<file path="config.mk">
export PLATFORM = sky130hd
export DESIGN_NAME = spi_mem_bridge
export DESIGN_NICKNAME = d
export VERILOG_FILES = /design/src/rtl/spi_mem_bridge.sv
export SDC_FILE = /design/constraint.sdc
export NUM_CORES = 1
export LEC_CHECK = 0
export ABC_AREA = 0
export CAP_MARGIN = 20
export CORE_ASPECT_RATIO = 0.6
export CORE_UTILIZATION = 35
export DETAILED_ROUTE_END_ITERATION = 10
export PLACE_DENSITY = 0.54
export SETUP_SLACK_MARGIN = 0.4
export SYNTH_ARGS = -nofsm -noshare
export SYNTH_HDL_FRONTEND = slang
export SYNTH_SLANG_ARGS = --single-unit
</file>
<file path="constraint.sdc">
create_clock -name clk -period 2.55 [get_ports clk]
set_clock_uncertainty 0.1 [all_clocks]
set_input_delay 0.3825 -clock clk [delete_from_list [all_inputs] [get_ports clk]]
set_output_delay 0.3825 -clock clk [all_outputs]
set_load 0.05 [all_outputs]
</file>
<file path="src/rtl/spi_mem_bridge.sv">
// spi_mem_bridge: SPI mode-0 slave that turns host frames into one
// outstanding 32-bit memory request on the crossbar spi port.
// Ports: clk, rst (async, active-low); spi_sclk/spi_cs_n/spi_mosi in,
// spi_miso out; req_* request channel (val/rdy); resp_* response
// channel (val/rdy); busy = request outstanding.
module spi_mem_bridge #(
  parameter int p_opaq_bits   = 8,
  parameter int p_sync_stages = 2
) (
  input  logic                   clk,
  input  logic                   rst,
  input  logic                   spi_sclk,
  input  logic                   spi_cs_n,
  input  logic                   spi_mosi,
  output logic                   spi_miso,
  output logic                   req_val,
  input  logic                   req_rdy,
  output logic                   req_op,
  output logic [p_opaq_bits-1:0] req_opaque,
  output logic [31:0]            req_addr,
  output logic [1:0]             req_len,
  output logic [31:0]            req_data,
  input  logic                   resp_val,
  output logic                   resp_rdy,
  input  logic                   resp_op,
  input  logic [p_opaq_bits-1:0] resp_opaque,
  input  logic [31:0]            resp_data,
  output logic                   busy
);

  localparam int LS = p_sync_stages - 1;
  localparam logic [7:0] CMD_RD = 8'h01;
  localparam logic [7:0] CMD_WR = 8'h02;
  localparam logic [7:0] CMD_RB = 8'h03;

  typedef enum logic [1:0] {
    S_IDLE,
    S_ISSUE,
    S_WAIT
  } state_t;

  state_t state_q, state_d;

  logic [LS:0] sclk_q;
  logic [LS:0] cs_q;
  logic [LS:0] mosi_q;
  logic        sclk_prev_q;
  logic        cs_prev_q;

  logic [6:0]  bit_q;
  logic [7:0]  cmd_q;
  logic [63:0] pay_q;
  logic [39:0] miso_q;

  logic                   req_op_q;
  logic [31:0]            req_addr_q;
  logic [31:0]            req_data_q;
  logic [p_opaq_bits-1:0] req_opq_q;
  logic [p_opaq_bits-1:0] tag_q;
  logic [31:0]            rdata_q;
  logic                   done_q;
  logic                   drop_q;
  logic                   ferr_q;
  logic                   etag_q;

  logic sclk_s, cs_s, mosi_s;
  logic sclk_rise, sclk_fall;
  logic cs_fall, cs_rise;
  logic is_rw, is_wr, is_rb, len_ok;
  logic idle;
  logic accept, drop, ferr, rb_clr;
  logic fire, resp_acc, mism;
  logic [7:0] status;

  // ---------------- pin synchronizers ----------------
  always_ff @(posedge clk or negedge rst) begin
    if (!rst) begin
      sclk_q      <= '0;
      cs_q        <= '1;
      mosi_q      <= '0;
      sclk_prev_q <= 1'b0;
      cs_prev_q   <= 1'b1;
    end else begin
      sclk_q      <= {sclk_q[LS-1:0], spi_sclk};
      cs_q        <= {cs_q[LS-1:0], spi_cs_n};
      mosi_q      <= {mosi_q[LS-1:0], spi_mosi};
      sclk_prev_q <= sclk_q[LS];
      cs_prev_q   <= cs_q[LS];
    end
  end

  assign sclk_s    = sclk_q[LS];
  assign cs_s      = cs_q[LS];
  assign mosi_s    = mosi_q[LS];
  assign sclk_rise = sclk_s & ~sclk_prev_q;
  assign sclk_fall = ~sclk_s & sclk_prev_q;
  assign cs_fall   = ~cs_s & cs_prev_q;
  assign cs_rise   = cs_s & ~cs_prev_q;

  assign idle   = (state_q == S_IDLE);
  assign busy   = ~idle;
  assign status = {busy, done_q, drop_q,
                   ferr_q, etag_q, 3'b000};

  // ---------------- frame shifter ----------------
  // MISO holds bit 39 through the command byte so the
  // 40 bits after the command carry status then rdata.
  always_ff @(posedge clk or negedge rst) begin
    if (!rst) begin
      bit_q  <= '0;
      cmd_q  <= '0;
      pay_q  <= '0;
      miso_q <= '0;
    end else if (cs_fall) begin
      bit_q  <= '0;
      cmd_q  <= '0;
      pay_q  <= '0;
      miso_q <= {status, rdata_q};
    end else if (!cs_s) begin
      if (sclk_rise) begin
        if (bit_q != 7'd127)
          bit_q <= bit_q + 7'd1;
        if (bit_q < 7'd8)
          cmd_q <= {cmd_q[6:0], mosi_s};
        else if (bit_q < 7'd72)
          pay_q <= {pay_q[62:0], mosi_s};
      end
      if (sclk_fall && bit_q >= 7'd9)
        miso_q <= {miso_q[38:0], 1'b0};
    end
  end

  assign spi_miso = miso_q[39];

  // ---------------- frame decode ----------------
  always_comb begin
    is_rw  = 1'b0;
    is_wr  = 1'b0;
    is_rb  = 1'b0;
    len_ok = 1'b0;
    unique case (1'b1)
      cmd_q == CMD_RD: begin
        is_rw  = 1'b1;
        len_ok = (bit_q == 7'd40);
      end
      cmd_q == CMD_WR: begin
        is_rw  = 1'b1;
        is_wr  = 1'b1;
        len_ok = (bit_q == 7'd72);
      end
      cmd_q == CMD_RB: begin
        is_rb  = 1'b1;
        len_ok = (bit_q >= 7'd8);
      end
      default: ;
    endcase
  end

  // Unknown commands never set len_ok, so they land in ferr.
  assign accept = cs_rise & is_rw & len_ok & idle;
  assign drop   = cs_rise & is_rw & len_ok & ~idle;
  assign ferr   = cs_rise & ~len_ok;
  assign rb_clr = cs_rise & is_rb & len_ok;

  // ---------------- request FSM ----------------
  always_ff @(posedge clk or negedge rst) begin
    if (!rst) state_q <= S_IDLE;
    else      state_q <= state_d;
  end

  always_comb begin
    state_d  = state_q;
    req_val  = 1'b0;
    resp_rdy = 1'b0;
    unique case (state_q)
      S_IDLE: begin
        if (accept) state_d = S_ISSUE;
      end
      S_ISSUE: begin
        req_val = 1'b1;
        if (req_rdy) state_d = S_WAIT;
      end
      S_WAIT: begin
        resp_rdy = 1'b1;
        if (resp_val) state_d = S_IDLE;
      end
      default: state_d = S_IDLE;
    endcase
  end

  assign fire     = req_val & req_rdy;
  assign resp_acc = resp_rdy & resp_val;
  assign mism     = (resp_opaque != req_opq_q) |
                    (resp_op != req_op_q);

  // ---------------- request / status regs ----------------
  // Set beats the readback clear when both land together.
  always_ff @(posedge clk or negedge rst) begin
    if (!rst) begin
      req_op_q   <= 1'b0;
      req_addr_q <= '0;
      req_data_q <= '0;
      req_opq_q  <= '0;
      tag_q      <= '0;
      rdata_q    <= '0;
      done_q     <= 1'b0;
      drop_q     <= 1'b0;
      ferr_q     <= 1'b0;
      etag_q     <= 1'b0;
    end else begin
      if (accept) begin
        req_op_q   <= is_wr;
        req_addr_q <= is_wr ? pay_q[63:32]
                            : pay_q[31:0];
        req_data_q <= is_wr ? pay_q[31:0] : '0;
        req_opq_q  <= tag_q;
      end
      if (fire)
        tag_q <= tag_q + p_opaq_bits'(1);
      if (resp_acc && !req_op_q)
        rdata_q <= resp_data;

      if (resp_acc)    done_q <= 1'b1;
      else if (rb_clr) done_q <= 1'b0;

      if (drop)        drop_q <= 1'b1;
      else if (rb_clr) drop_q <= 1'b0;

      if (ferr)        ferr_q <= 1'b1;
      else if (rb_clr) ferr_q <= 1'b0;

      if (resp_acc && mism) etag_q <= 1'b1;
      else if (rb_clr)      etag_q <= 1'b0;
    end
  end

  assign req_op     = req_op_q;
  assign req_addr   = req_addr_q;
  assign req_data   = req_data_q;
  assign req_opaque = req_opq_q;
  assign req_len    = 2'b00;

endmodule

</file>
==> metrics.txt <==
outcome=completed; P&R area growth vs syn=31.4%; Synth area leader=dfrtp_1; # clock sinks=246; Avg Cell Area, Syn=11.9 um^2; Fillers=2751; Initial DRC Count=574; GRT Util Overall=16.9%; reg-to-reg slack, setup=0.19 ns; H-Tree Level Count=1; Startpoint Class=flip-flop; fmax=423 MHz; Max rail drop VDD=0.451 mV; Seq cells post-synth=246; Detailed Routing Iterations Pass 1=5; Seq/Total Area, Yosys=56.2%; # DRC=0; post-route minimum period=2.36 ns; Post-Synthesis Cells=917; WP data arrival=2.67 ns; Clock power frac=40.0%; share of synthesized registers carrying an async set or reset=100%; Worst R2R Path Depth=5; Fin Setup TNS=0 ns; fin util=47.4%; Core Area=30300 um^2; port buffer count=124; Starting Density=36.1%; Setup WS post-layout=0.186 ns; PD cells=622 nW/um^2; first-pass GRT wire length=43100 um; maxcap violations=0; Psw=2.11 mW; initial antenna violation count=0; Internal=6.84 mW; reg-to-reg endpoint=req_addr[25]; number of CTS-inserted buffers=24; layout cells sized above 1=29.7%; ANT nets after route=0; Worst-path clk slew=0.06 ns; row count=49; Setup crit end=req_addr[25]; most common cell in the netlist=dfrtp_1; Worst setup EP type=flip-flop; Final Hold Viols=0; Slew headroom=62.1%; CTS Buffer Depth=3; area share of the largest cell type after synthesis=55.5%; final hold slack=0.176 ns; GRT Residual Overflow=0; vias per inst=4.99; CP required=2.86 ns; Nets=1128; die area=32000 um^2; Finished Cell Area=14400 um^2; Comb pwr share=11.8%; EDFF count, synth=0; Tcrit/Tclk final=92.7%; pre-CTS WS=0.160 ns; HPWL Detailed=15700 um; Clock Latency Late Sink=0.54 ns; largest net degree at the start of global routing=65; via count=7480; Cell variety after synth=50; Worst R2R Start=cmd_q[4]; vias in the first global route=7319; Die W=230 um; commonest cells in the netlist=dfrtp_1, mux2_2, nand2_1; routability cong.=0.735; CTS root buf=clkbuf_16; Avg WL per Cell=18.7 um; measured slew at the worst slew-check pin=0.568 ns; critical path class=reg2reg; crit-path max FO=32; Multi-input gate area=4610 um^2; WL final=28000 um; crit path from=cmd_q[4]; synth warn=0; Synth Cell Area=11000 um^2; Post-DP Area=12800 um^2; Final Max Slew Viols=0; HP Class=in2reg; endpoints failing setup=0; Sequential Power Share=48.2%; Die Y=139 um; Sw Share=23.5%; Leak=6.82 nW; Antenna Cells=0; Reg area=6160 um^2; Synth Flop Type=dfrtp_1; unrepaired setup endpoints after global routing=yes; top cells by area, synth=dfrtp_1, mux2_2, mux2_4; CTS tree=yes; I/O pin count=127
[flip-flops by register name, indices dropped and copies added (netlist names), 7 cells and up]
register,flops
pay_q,64
rdata_q,32
req_addr,32
tag_q,8
bit_q,7
req_opaque,8
miso_q,40
cmd_q,8
req_data,32
[power groups by stage]
stage	logic (mW)	registers, mW	clock network, mW
finish	1.05	4.31	3.58
global route	1.14	4.35	3.84
global placement	0.805	4.37	0
CTS	0.885	4.31	3.69
floorplan	0.526	4.34	0
detailed placement	0.815	4.38	0
[through the flow]
| step | instances | total power [mW] |
|---|---|---|
| CTS | 1481 | 8.88 |
| floorplan | 918 | 4.86 |
| detailed placement | 1408 | 5.19 |
| global placement | 1408 | 5.17 |
| global route | 1500 | 9.33 |
| finish | 1500 | 8.95 |
[worst max-delay path, stage by stage (launching register included)]
cell and delay, ns:
dfrtp_1 0.38, or4_4 0.55, or4_4 0.44, buf_12 0.21, mux2_4 0.31, mux2_2 0.26
[kinds of logic after synthesis]
kind of cell	count (synthesis)	share of synthesized area, %
flip-flops	246	56.2
AND/OR/NAND/NOR	194	7.77
multiplexers	186	20.3
AO/OA/AOI/OAI	164	9.41
buffers and inverters	105	4.44
XOR/XNOR	17	1.36
adder cells (fa/ha/maj)	4	0.457
other	1	0.0342
[layer usage]
layer  global-route usage, %  routed length (um)  vias to the layer above
met5                       0                   0                        -
met4                    3.10                 387                        0
met3                    2.94                1220                       28
met2                    23.1               11400                      157
met1                    27.5               15000                     3773
li1                        -                   -                     3522
[cell type report]
class / count / area share, %
Clock inverter: 8 / 0.721
Tap cell: 408 / 3.55
Inverter: 40 / 1.04
Multi-Input combinational cell: 567 / 32.0
Timing Repair Buffer: 197 / 15.2
Clock buffer: 34 / 4.71
Sequential cell: 246 / 42.8
[worst min path at each step]
stage / startpoint / endpoint / slack, ns / cells past startpoint
finish: spi_cs_n / cs_q[0] / 0.18 / 1
global route: spi_cs_n / cs_q[0] / 0.15 / 1
CTS: spi_cs_n / cs_q[0] / 0.16 / 1
detailed placement: sclk_q[0] / sclk_q[1] / 0.25 / 0
global placement: mosi_q[0] / mosi_q[1] / 0.23 / 0
floorplan: rst / bit_q[0] / -0.01 / 0
[placed cells by master, fill, tap and decap left out, types with 6 or more instances in the layout]
cell             synthesis  routed
inv_1                   40      39
xor2_1                   6       6
a21oi_1                 66      66
xnor2_1                 11      11
clkbuf_16                0      30
nand2_1                137     136
mux2_2                 141     113
clkbuf_1                43       6
dlygate4sd2_1            0      74
nand3_1                  8       8
clkdlybuf4s50_1          0      46
dfrtp_1                243     241
a22o_1                   7       7
o2111ai_2                0       8
o21ai_1                 21      29
nor2b_1                  8       6
buf_4                    2      34
nor2_1                  17      14
buf_12                   0      12
o2111ai_1               33      24
buf_6                   11      10
mux2_4                  36      66
mux2i_1                  7       7
o21ai_0                 18      10
buf_16                   0       7
[repair_timing]
item	CTS	global route
endpoints found under the setup margin	163	129
resized for setup	94	63
gates cloned	7	8
pin swaps	2	6
setup buffers	23	11
endpoints found under the hold margin	58	0
hold buffers	1	0
Power figures use the tool's default switching activity.
